<file path="src/rtl/regfile.sv">
// rtl/regfile.sv - general-purpose register file with write-to-read bypass
//
// Write-back sink of the pipeline. It takes the MEM/WB result on a single
// write port and serves the ID stage through two combinational read ports.
// Register 0 is hardwired to zero. A write in the current cycle is forwarded
// to the read ports, so a consumer three stages behind its producer reads the
// fresh value without stalling.
//
// Parameters:
//   DATA_W    register width
//   ADDR_W    register address width
//   NUM_REGS  number of registers; must equal 2**ADDR_W
//
// Ports:
//   clk     in   1       pipeline clock, rising edge
//   rst     in   1       asynchronous reset, active-low
//   we      in   1       write enable (wb_wreg)
//   waddr   in   ADDR_W  write address (wb_wd)
//   wdata   in   DATA_W  write data (wb_wdata)
//   re1     in   1       read enable, port 1
//   raddr1  in   ADDR_W  read address, port 1
//   rdata1  out  DATA_W  read data, port 1
//   re2     in   1       read enable, port 2
//   raddr2  in   ADDR_W  read address, port 2
//   rdata2  out  DATA_W  read data, port 2

module regfile #(
    parameter int DATA_W   = 32,
    parameter int ADDR_W   = 5,
    parameter int NUM_REGS = 32
) (
    input  logic              clk,
    input  logic              rst,
    input  logic              we,
    input  logic [ADDR_W-1:0] waddr,
    input  logic [DATA_W-1:0] wdata,
    input  logic              re1,
    input  logic [ADDR_W-1:0] raddr1,
    output logic [DATA_W-1:0] rdata1,
    input  logic              re2,
    input  logic [ADDR_W-1:0] raddr2,
    output logic [DATA_W-1:0] rdata2
);

    logic [DATA_W-1:0] regs [NUM_REGS];

    // A write only lands when it targets a real (non-zero) register; this
    // qualified enable is shared by the storage and both bypass paths.
    logic wr_live;
    assign wr_live = we && (waddr != '0);

    // Entry 0 is a constant, so no flop is built for it.
    assign regs[0] = '0;

    genvar g;
    generate
        for (g = 1; g < NUM_REGS; g++) begin : g_reg
            always_ff @(posedge clk or negedge rst) begin
                if (!rst) begin
                    regs[g] <= '0;
                end else if (wr_live && (waddr == ADDR_W'(g))) begin
                    regs[g] <= wdata;
                end
            end
        end
    endgenerate

    // Port 1: reset and read-enable gate the output to zero; address 0 reads
    // zero from the constant entry, and wr_live already excludes it from the
    // bypass so a discarded write to r0 can never leak through.
    always_comb begin
        rdata1 = '0;
        if (rst && re1 && (raddr1 != '0)) begin
            if (wr_live && (raddr1 == waddr)) begin
                rdata1 = wdata;
            end else begin
                rdata1 = regs[raddr1];
            end
        end
    end

    // Port 2: identical selection, independent of port 1.
    always_comb begin
        rdata2 = '0;
        if (rst && re2 && (raddr2 != '0)) begin
            if (wr_live && (raddr2 == waddr)) begin
                rdata2 = wdata;
            end else begin
                rdata2 = regs[raddr2];
            end
        end
    end

endmodule
</file>
<file path="config.mk">
export PLATFORM = sky130hd
export DESIGN_NAME = regfile
export DESIGN_NICKNAME = d
export VERILOG_FILES = /design/src/rtl/regfile.sv
export SDC_FILE = /design/constraint.sdc
export NUM_CORES = 2
export LEC_CHECK = 0
export BUFFER_PORTS_ARGS = -buffer_cell sky130_fd_sc_hd__buf_2
export CAP_MARGIN = 20
export CORE_ASPECT_RATIO = 1.2
export CORE_MARGIN = 1.5
export CORE_UTILIZATION = 40
export CTS_CLUSTER_DIAMETER = 30
export DETAILED_ROUTE_END_ITERATION = 10
export PLACE_DENSITY = 0.61
export SLEW_MARGIN = 20
export SYNTH_ARGS = -nofsm -noshare
export SYNTH_HDL_FRONTEND = slang
export SYNTH_SLANG_ARGS = --single-unit
</file>
<file path="constraint.sdc">
create_clock -name clk -period 6.7 [get_ports clk]
set_clock_uncertainty 0.15 [all_clocks]
set_input_delay 1.34 -clock clk [delete_from_list [all_inputs] [get_ports clk]]
set_output_delay 1.34 -clock clk [all_outputs]
set_load 0.02 [all_outputs]
</file>
======== After elaboration in Yosys (flattened, before gate mapping) ========
Index checks and enable logic that the tools add are counted.
operators by class
  order comparisons ....................... 2
  reduce and logical (&&, ||, !) cells .... 41
  bitwise logic cells ..................... 2
  multiplexer cells ....................... 10
  equality and inequality tests ........... 33
operators by type and width
  cell                                                                   number
  32-bit binary-select mux with 5-bit select                             2
  32-bit two-way mux                                                     8
  5-bit equality test, second input constant                             16
  5-bit by 4-bit equality test with 1-bit output, second input constant  8
  1-bit logical AND                                                      38
  5-bit by 3-bit equality test with 1-bit output, second input constant  4
  5-bit nonzero test                                                     3
  6-bit >= comparator, second input constant                             2
  5-bit inverter with 6-bit output                                       2
  5-bit by 2-bit equality test with 1-bit output, second input constant  2
  5-bit equality test                                                    2
  5-bit by 1-bit equality test with 1-bit output, second input constant  1
word-level totals
  output and inout bits ................... 64
  word-level logic and storage cells ...... 119
  bits of input ports ..................... 52
  flip-flop bits (word level) ............. 992

======== Longest topological paths before layout ========
  depth after elaboration ................. 6
  gate-level depth with buffers ........... 9

======== Least setup slack after synthesis ========
No wires, ideal clock.
  path kind ............................... input -> output
  from .................................... input raddr1[1]
  to ...................................... output rdata1[11]
  slack ................................... 2.019 ns
  arrival ................................. 3.191 ns
  stages on the path ...................... 6
  data required time ...................... 5.210 ns
  cells stage by stage .................... buf_4 -> buf_2 -> buf_1 -> mux4_2 -> mux4_2 -> a221o_1
on the way
  cells in the longest elaborated chain, start to end .. 6
  elaborated cells between the ends (all ways) .. 10
  classes of those cells .................. 1 x eq/ne; 5 x mux; 1 x bitwise; 3 x reduce/logical
RTL lines
  item                                                    line  RTL
  start: declaration                                      38    input logic [ADDR_W-1:0] raddr1,
  5-bit inverter with 6-bit output (implied by the code)  77    rdata1 = regs[raddr1];
  32-bit binary-select mux with 5-bit select              77
  32-bit two-way mux (implied by the code) (2 in a row)   77
  32-bit two-way mux                                      74    if (wr_live && (raddr1 == waddr)) begin
  32-bit two-way mux *                                    73    if (rst && re1 && (raddr1 != '0)) begin
  end: declaration                                        39    output logic [DATA_W-1:0] rdata1,
Mark *: on every way between the ends. The rest lies on a longest branch, timed or not. The select of a mux whose other input is x is not followed.

======== Worst setup path after layout ========
  from .................................... input raddr1[1]
  to ...................................... output rdata1[25]
The elaborated chain is that of the path after synthesis.

==> results.md <==
* Die Span Y at 404 um
* Number of buffers created by CTS at 184
* RSZ-0062 raised after global routing: false
* Via count at 35700
* Fin crit share at 89.6%
* Hold/Removal Path Class: in2async
* Cts repair resizes at 0
* Ys Warns at 0
* Non-Filler Instances at 5634
* Clk sinks at 992
* Slew HR at 22.5%
* Startpoint types: input port
* Syn Inst Count at 3650
* Power density over the cells at 343 nW/um^2
* Maximum vdd ir drop at 273 uV
* Starting density of the core at 40.2%
* Via count of the first global-routing pass at 37200
* Commonest cells in the netlist: mux2_2, dfrtp_1, mux4_2
* Post-synthesis sequential area ratio at 46.2%
* Outcome: complete, no violations
* Largest net degree at the start of global routing at 164
* Final hold violations at 0
* Wire length per cell at 32.1 um
* CTS root buf: clkbuf_16
* Share of cells above drive strength 1 at 55.5%
* CTS max path bufs at 3
* Least-Margin Pin Slew at 1.16 ns
* Final net count at 3739
* Die area at 136000 sq um
* 1st-iter DRT viols at 3255
* Crit path DAT at 4.51 ns
* Number of synthesized flops with an enable pin at 0
* Leak at 26.8 nW
* Syn Area/Cell at 14.7 sq um
* GRT Util Overall at 26.8%
* MaxCap Viol Count at 0
* Clk_lat worst skew at 0.80 ns
* Initial antenna violation count at 16
* Path type of the worst setup path: in2out
* Fmax achieved at 0.167 GHz
* Vias/cell at 6.34
* H-tree levels at 4
* Synth area leader: dfrtp_1
* Library cells used by synthesis at 53
* First-pass GRT wire length at 264000 um
* Post-synth ARST share at 100%
* CORE AREA at 134000 sq um
* Total Wirelength at 181000 um
* Area fraction of the dominant cell type after synthesis at 46.2%
* Post-Synthesis Cell Area at 53700 sq um
* Io pins at 116
* Synth area leaders: dfrtp_1, mux2_2, mux4_2
* Area grow syn2layout at 17.5%
* Crit. End Element: output pin
* Post-Syn Nets at 3702
* Post-DP HPWL at 106000 um
* Clock-pin slew on the worst setup and hold paths at 0.05 ns
* I/O Buffers at 115
* Post-CTS Setup Inserts at 0
* Setup TNS at 0 ns
* Grt ovf at 0
* Largest reg by FF count: regs
* Reg2Reg Setup Slack at 5.74 ns
* Final worst path period need at 6.00 ns
* CTS tree: yes
* Post-synthesis register bit count at 992
* Worst Path Required at 5.21 ns
* # rows at 147
* Drt first pass iters at 5
* Regs by FF count: regs: 992 flops
* Final Max Tran Viols at 0
* Largest register FFs at 992
* Post-route ant nets at 0
* Primary FF master, synth: dfrtp_1
* Die width at 337 um
* # hold bufs at CTS at 0
* DRC errors left at 0
* Placed Instances at 5288
* GPL Wtd Cong at 0.849
* Most frequent cell after synthesis: mux2_2
* Filler cells at 11600
* Final Setup Violations at 0
* Crit path max fanout at 56
## routing by layer
layer	wire [um]	global-route usage (%)
met1	72300	34.8
met2	85900	42.5
met3	13800	6.27
met4	8740	12.4
met5	86	0
## layout by cell type, fill, tap and decap left out, types with 14 or more instances in the layout
cell / instances
a22oi_1: 54
a21oi_1: 34
o211ai_1: 32
o22ai_1: 49
clkinv_2: 30
buf_12: 17
nor2_4: 17
mux2_2: 1069
mux4_2: 436
nand3_1: 21
clkbuf_8: 25
mux2i_1: 83
nor2b_1: 17
a32o_1: 24
a211oi_1: 27
nand3b_1: 26
clkbuf_16: 185
dfrtp_1: 992
nor3_1: 39
nor2_1: 36
clkinvlp_4: 21
a221o_1: 34
a221oi_1: 19
buf_2: 106
clkbuf_1: 14
a22o_1: 26
nand2_1: 78
buf_4: 116
bufinv_16: 31
## power breakdown
| group | internal (mW) | total, mW | switching (mW) |
|---|---|---|---|
| logic | 2.15 | 3.58 | 1.43 |
| clock network | 6.59 | 10.0 | 3.43 |
| registers | 7.18 | 8.04 | 0.857 |
| total | 15.9 | 21.6 | 5.72 |
## stage by stage
stage | worst slack, ns | total power, mW | util (%) | area [sq um] | hold slack [ns]
after floorplan | 2.02 | 10.6 | - | 53700 | 0.320
final | 0.698 | 21.6 | 47.2 | 63100 | 0.227
after CTS | 0.728 | 21.7 | 47.2 | 63100 | 0.188
after global placement | 0.770 | 11.5 | 42.1 | 56300 | 0.342
after detailed placement | 0.759 | 11.7 | 42.2 | 56300 | 0.348
after global routing | 0.654 | 22.4 | 47.2 | 63100 | 0.202
## worst max-delay path, stage by stage
cell	delay, ns
buf_8	0.37
buf_12	0.35
nor2b_4	0.79
buf_4	0.38
a22o_1	0.18
a2111oi_0	0.09
buf_4	0.19
a211oi_1	0.32
a221o_1	0.21
buf_2	0.18
## cells by family after synthesis
family | synth area share (%)
AND/OR/NAND/NOR | 2.84
XOR/XNOR | 0.163
flip-flops | 46.2
buffers and inverters | 3.31
AO/OA/AOI/OAI | 5.10
multiplexers | 42.3
## cell type report
| cell class | instances | area (sq um) | share of cell area, % |
|---|---|---|---|
| flip-flops and latches | 992 | 24800 | 39.3 |
| diodes | 3 | 7.51 | 0.0119 |
| inverters | 3 | 13.8 | 0.0218 |
| multi-input cells | 2259 | 27400 | 43.4 |
| clock buffers | 224 | 5030 | 7.97 |
| well taps | 1788 | 2240 | 3.55 |
| repair buffers | 247 | 1880 | 2.98 |
| clock inverters | 118 | 1730 | 2.75 |
## path summary, 6_finish.rpt
path | from | end | cells past startpoint
max | raddr1[1] | rdata1[25] | 10
min | rst | regs[288] | 1
max in group asynchronous | rst | regs[178] | 5
min reg2reg | regs[396] | regs[396] | 1
max reg2reg | regs[395] | regs[395] | 1
min in group clk | regs[396] | regs[396] | 1
Note: power is estimated with default switching activity, not from simulation.
